$ cat src/rtl/pshare_predictor.sv
// Pshare branch predictor. Each branch PC selects a per-branch local history
// from the BHT. That history is XORed with the low PC bits to pick a 2-bit
// counter in the PHT. The prediction is registered one cycle after issue.
// The resolved outcome arrives on the following cycle and trains both tables.
// Table writes are forwarded to a lookup in the same cycle, so back-to-back
// branches see fully up-to-date state.
module pshare_predictor #(
    parameter int BHT_BITS  = 4,
    parameter int HIST_BITS = 4,
    parameter int CNT_W     = 16
) (
    input  logic              clock,
    input  logic              reset,
    input  logic              valid_in,
    input  logic [31:0]       PC,
    input  logic [31:0]       etiqueta,
    input  logic              fix_result,
    output logic              pred_valid,
    output logic              prediction,
    output logic [31:0]       nex_PC,
    output logic [CNT_W-1:0]  hits,
    output logic [CNT_W-1:0]  misses
);

    localparam int BHT_N = 1 << BHT_BITS;
    localparam int PHT_N = 1 << HIST_BITS;
    localparam logic [CNT_W-1:0] CNT_ONE = {{(CNT_W-1){1'b0}}, 1'b1};

    // 2-bit saturating counter step toward the resolved direction
    function automatic logic [1:0] ctr_step(input logic [1:0] c, input logic up);
        if (up) return (c == 2'b11) ? c : c + 2'd1;
        else    return (c == 2'b00) ? c : c - 2'd1;
    endfunction

    // Statistics counter increment that sticks at all-ones
    function automatic logic [CNT_W-1:0] sat_inc(input logic [CNT_W-1:0] v);
        return (v == {CNT_W{1'b1}}) ? v : v + CNT_ONE;
    endfunction

    logic [HIST_BITS-1:0] bht_q [BHT_N];
    logic [HIST_BITS-1:0] bht_d [BHT_N];
    logic [1:0]           pht_q [PHT_N];
    logic [1:0]           pht_d [PHT_N];

    logic                 pend_valid_q, pend_valid_d;
    logic [BHT_BITS-1:0]  pend_b_q, pend_b_d;
    logic [HIST_BITS-1:0] pend_p_q, pend_p_d;
    logic                 pend_taken_q, pend_taken_d;

    logic                 pred_valid_q, pred_valid_d;
    logic                 prediction_q, prediction_d;
    logic [31:0]          nex_pc_q, nex_pc_d;
    logic [CNT_W-1:0]     hits_q, hits_d;
    logic [CNT_W-1:0]     misses_q, misses_d;

    logic [BHT_BITS-1:0]  lk_b;
    logic [HIST_BITS-1:0] lk_h;
    logic [HIST_BITS-1:0] lk_p;
    logic                 lk_taken;

    // Apply the pending update first, then look up against the updated tables
    // (write-first forwarding falls out of reading the _d copies).
    always_comb begin
        bht_d        = bht_q;
        pht_d        = pht_q;
        hits_d       = hits_q;
        misses_d     = misses_q;
        pred_valid_d = valid_in;
        prediction_d = prediction_q;
        nex_pc_d     = nex_pc_q;
        pend_valid_d = valid_in;
        pend_b_d     = pend_b_q;
        pend_p_d     = pend_p_q;
        pend_taken_d = pend_taken_q;

        if (pend_valid_q) begin
            pht_d[pend_p_q] = ctr_step(pht_q[pend_p_q], fix_result);
            bht_d[pend_b_q] = {bht_q[pend_b_q][HIST_BITS-2:0], fix_result};
            if (pend_taken_q == fix_result) hits_d   = sat_inc(hits_q);
            else                            misses_d = sat_inc(misses_q);
        end

        lk_b     = PC[BHT_BITS-1:0];
        lk_h     = bht_d[lk_b];
        lk_p     = lk_h ^ PC[HIST_BITS-1:0];
        lk_taken = pht_d[lk_p][1];

        if (valid_in) begin
            prediction_d = lk_taken;
            nex_pc_d     = lk_taken ? etiqueta : PC + 32'd4;
            pend_b_d     = lk_b;
            pend_p_d     = lk_p;
            pend_taken_d = lk_taken;
        end
    end

    // State registers; reset restores the untrained tables and drops any pending branch
    always_ff @(posedge clock or negedge reset) begin
        if (!reset) begin
            for (int i = 0; i < BHT_N; i++) bht_q[i] <= '0;
            for (int i = 0; i < PHT_N; i++) pht_q[i] <= 2'b01;
            pend_valid_q <= 1'b0;
            pend_b_q     <= '0;
            pend_p_q     <= '0;
            pend_taken_q <= 1'b0;
            pred_valid_q <= 1'b0;
            prediction_q <= 1'b0;
            nex_pc_q     <= '0;
            hits_q       <= '0;
            misses_q     <= '0;
        end else begin
            bht_q        <= bht_d;
            pht_q        <= pht_d;
            pend_valid_q <= pend_valid_d;
            pend_b_q     <= pend_b_d;
            pend_p_q     <= pend_p_d;
            pend_taken_q <= pend_taken_d;
            pred_valid_q <= pred_valid_d;
            prediction_q <= prediction_d;
            nex_pc_q     <= nex_pc_d;
            hits_q       <= hits_d;
            misses_q     <= misses_d;
        end
    end

    assign pred_valid = pred_valid_q;
    assign prediction = prediction_q;
    assign nex_PC     = nex_pc_q;
    assign hits       = hits_q;
    assign misses     = misses_q;

endmodule

$ cat config.mk
export PLATFORM = sky130hd
export DESIGN_NAME = pshare_predictor
export DESIGN_NICKNAME = d
export VERILOG_FILES = /design/src/rtl/pshare_predictor.sv
export SDC_FILE = /design/constraint.sdc
export NUM_CORES = 1
export LEC_CHECK = 0
export CORE_ASPECT_RATIO = 2
export CORE_MARGIN = 8
export CORE_UTILIZATION = 50
export DETAILED_ROUTE_END_ITERATION = 7
export GPL_TIMING_DRIVEN = 0
export PLACE_DENSITY_LB_ADDON = 0.3
export REMOVE_ABC_BUFFERS = 1
export SLEW_MARGIN = 10
export SYNTH_ARGS = -nofsm -noshare
export SYNTH_HDL_FRONTEND = slang
export SYNTH_SLANG_ARGS = --single-unit
$ cat constraint.sdc
create_clock -name clock -period 3.5 [get_ports clock]
set_clock_uncertainty 0.05 [all_clocks]
set_input_delay 0.525 -clock clock [delete_from_list [all_inputs] [get_ports clock]]
set_output_delay 0.525 -clock clock [all_outputs]
set_load 0.05 [all_outputs]
==> run_results.csv <==
group,metric,value,unit
outcome,status,"finished, violations left",
outcome,violations_in_the_final_reports,"setup timing",
layout,layout_commonest_cell,"dfrtp_1",
synthesis,largest_family_of_logic_cells_by_synthesized_area,"simple AND/OR/NAND/NOR gates",
critical_path,critical_path_cell_count,15,
sta,slew_violations,0,
detailed_routing,met2WireLength,16.2,mm
global_route,track_usage,25.2,%
synthesis,synth_simple_gate_area_share,16.8,%
sta,max_slew_margin,21.2,%
place,dpl_cell_area,11100,um^2
layout,commonest_cells_after_routing_fill_and_taps_aside,"dfrtp_1, clkdlybuf4s50_1, nand2_1, mux2_2, buf_4",
synthesis,ys_warn_count,0,
detailed_routing,routedWlPerCell,22.3,um
detailed_routing,final_routed_drc_violation_total,0,
detailed_routing,total_iterations_of_the_first_detailed_routing_run,6,
synthesis,area_fraction_in_compound_gates_after_synthesis,13.6,%
clocking,cts_num_sinks,170,
sta,worstMarginPinSlew,1.17,ns
worst_hold_path,hold_path.class,"reg2reg",
place,place.detailed.hpwl,19.4,mm
detailed_routing,route.vias.total,8506,
layout,drive_above_1_share,29.4,%
synthesis,post_synth_xor_area_fraction,5.39,%
synthesis,mux_contribution_to_synthesized_area,15.3,%
critical_path,reg2regPathDepth,17,
sta,setup_tns,-9.57,ns
sta,final_period_minus_worst_setup_slack,3.88,ns
synthesis,synth_adder_area_share,0.591,%
detailed_routing,route.antenna.remaining_nets,0,
critical_path,worstPathRequired,3.74,ns
floorplan,dieWidth,115,um
floorplan,initial_core_util,50.8,%
critical_path,timing.critical_path.slowest_stage_cell,"clkinvlp_2",
place,detailedPlace.worstSlack,-2.47,ns
critical_path,critical_path.max_stage_delay,0.62,ns
sta,holdWs,0.428,ns
layout,synthToLayoutAreaGrowth,33.5,%
clocking,clk_pin_slew_worst_paths,0.07,ns
detailed_routing,dr_wl_met3,1.87,mm
clocking,cts_tree,"done",
sta,min_period_over_period,111,%
global_route,globalRoute.totalOverflow,0,
synthesis,yosys-top-cells-area,"dfrtp_1, mux2_2, dfstp_2, mux4_2, nand2_1",
detailed_routing,dr.max_layer_used,"met4",
power_and_ir_drop,p_per_area,741,nW/um^2
synthesis,synth-edff-count,0,
critical_path,worstPathArrival,4.13,ns
detailed_routing,route.final.wire_length,30.8,mm
layout,nNetsFinal,1179,
critical_path,crit_chain,"buf_2 > buf_12 > clkinvlp_2 > nand3_1 > a32o_2 > a221oi_2 > a221oi_4 > nor2b_1 > a32o_2 > o21ai_4 > buf_12 > buf_6 > buf_6 > nand4_1 > o221ai_2",
detailed_routing,route.layer.met1.wl,10.4,mm
critical_path,buffers_and_inverters_on_the_worst_path,6,
synthesis,async_reset_ff_share,100,%
sta,hold_viol_final,0,
synthesis,synth.avg_cell_area,10.5,um^2
clocking,numCtsBuffers,17,
floorplan,fp.dieH,213,um
job,cap_viol_max_count,0,
critical_path,critPathLaunchType,"primary input",
synthesis,synth.largest_area_cell,"dfrtp_1",
power_and_ir_drop,p_leak,5.33,nW
clocking,clock_latency,0.44,ns
power_and_ir_drop,max-vdd-ir-drop,0.000557,V
synthesis,postSynthRegisterBits,170,
synthesis,post_synth_instance_area,9740,um^2
sta,layout_setup_ws,-0.381,ns
synthesis,synth-seq-area-share,43.9,%
sta,fmax,258,MHz
sta,setup-violations-final,33,
worst_hold_path,timing.hold.worst_path_depth,2,
clocking,h_tree_depth,4,
global_route,grt_max_degree,108,
detailed_routing,detail_route.vias_per_cell,6.16,
place,globalplace.congestion,0.906,
clocking,cts_root_buffer,"clkbuf_16",
synthesis,yosysTopAreaCellShare,39.5,%
place,number_of_buffer_cells_added_on_primary_ports,133,
floorplan,core_area,19200,um^2
floorplan,rows,72,
global_route,grt_antenna_before_repair,0,
sta,rsz_0062_raised_after_global_routing,"true",
synthesis,yosys_most_used_dff,"dfrtp_1",
layout,post-route-cell-area,13000,um^2
layout,finished_core_util,67.8,%
critical_path,critical-path-top-delay-family,"buffers and inverters",
floorplan,design.portCount,134,
floorplan,fp.dieArea,24500,um^2
clocking,clock_path_buffers,2,
detailed_routing,detail_route.iter0.violations,665,
global_route,via_count_of_the_first_global_routing_pass,8814,
synthesis,netlist-cell-type-count,81,
critical_path,worstSetupEndpointType,"flip-flop",
global_route,grt_first_pass_wirelength,47.4,mm
synthesis,number_of_standard_cells_after_synthesis,925,
critical_path,critical_path_class,"in2reg",
critical_path,worst-path-max-fanout,36,
-- cells in the mapped netlist (11+ instances only) --
cell type,n
mux2_2,77
a21oi_1,24
and3_1,12
nor3_1,11
mux2i_1,15
dfrtp_1,154
nand2_1,102
nand4_1,22
o21ai_0,32
mux4_2,18
buf_2,15
nand3_1,45
clkbuf_1,32
o311ai_1,14
dfstp_2,16
inv_1,28
xor2_1,17
o211ai_1,16
nor2_1,62
xnor2_1,43
-- where the power goes --
group	internal (mW)	switching, mW
registers	2.71	0.534
logic	1.94	2.53
clock network	1.03	0.889
-- through the flow --
stage / total power [mW] / instances
5_1_grt: 10.1 / 1380
4_1_cts: 9.37 / 1361
3_3_place_gp: 6.74 / 1257
6_report: 9.64 / 1381
3_5_place_dp: 6.82 / 1259
2_1_floorplan: 5.56 / 865
-- path summary, 6_finish.rpt --
kind / from / to / slack, ns
max reg2reg: pend_b_q[1]$_DFFE_PN0P_ / nex_PC[28]$_DFFE_PN0P_ / -0.36
min: bht_q[51]$_DFF_PN0_ / bht_q[51]$_DFF_PN0_ / 0.43
max in group asynchronous: reset / pend_p_q[0]$_DFFE_PN0P_ / 1.84
min reg2reg: bht_q[51]$_DFF_PN0_ / bht_q[51]$_DFF_PN0_ / 0.43
min in group asynchronous: reset / misses[10]$_DFFE_PN0P_ / 0.57
max: PC[0] / nex_PC[12]$_DFFE_PN0P_ / -0.38
-- cell families after synthesis --
group | Yosys count
buffers and inverters | 88
XOR/XNOR | 60
AO/OA/AOI/OAI | 171
multiplexers | 113
adder cells (fa/ha/maj) | 5
AND/OR/NAND/NOR | 318
flip-flops | 170
-- area by class of cell --
class | instances | area (um^2)
Timing Repair Buffer | 217 | 2130
Antenna cell | 1 | 2.50
Clock buffer | 18 | 439
Fill cell | 1387 | 6180
Clock inverter | 14 | 151
Tap cell | 259 | 324
Inverter | 28 | 109
Multi-Input combinational cell | 673 | 5550
Sequential cell | 170 | 4290
Timing Repair inverter | 1 | 5.00
-- sequential cells by signal, summed over array words and instances, names as in the netlist, named ones only --
signal,flops
nex_PC,32
bht_q,64
pend_p_q,4
pht_q,16
pred_valid,1
prediction,1
hits,16
pend_b_q,4
misses,16
-- worst register-to-register path: cells and delay by family (launching register included) --
family          cells  cell delay (ns)
compound gates      5             1.30
buf+inv             6             0.94
flops               1             0.54
mux                 1             0.12
simple gates        5             0.75
-- metal layers --
metal	GRT usage, %	up-vias
met5	0	-
met4	17.9	0
met3	5.16	151
met2	44.8	404
met1	25.9	4171
li1	-	3780
-- timing repair --
item | in CTS | in global routing
setup buffers | 63 | 17
gates resized for setup | 95 | 31
hold buffers | 1 | 0
endpoints found under the hold margin | 32 | 0
endpoints found under the setup margin | 37 | 33
pin swaps | 28 | 22
gates cloned | 6 | 2
(Power assumes the default switching activity.)
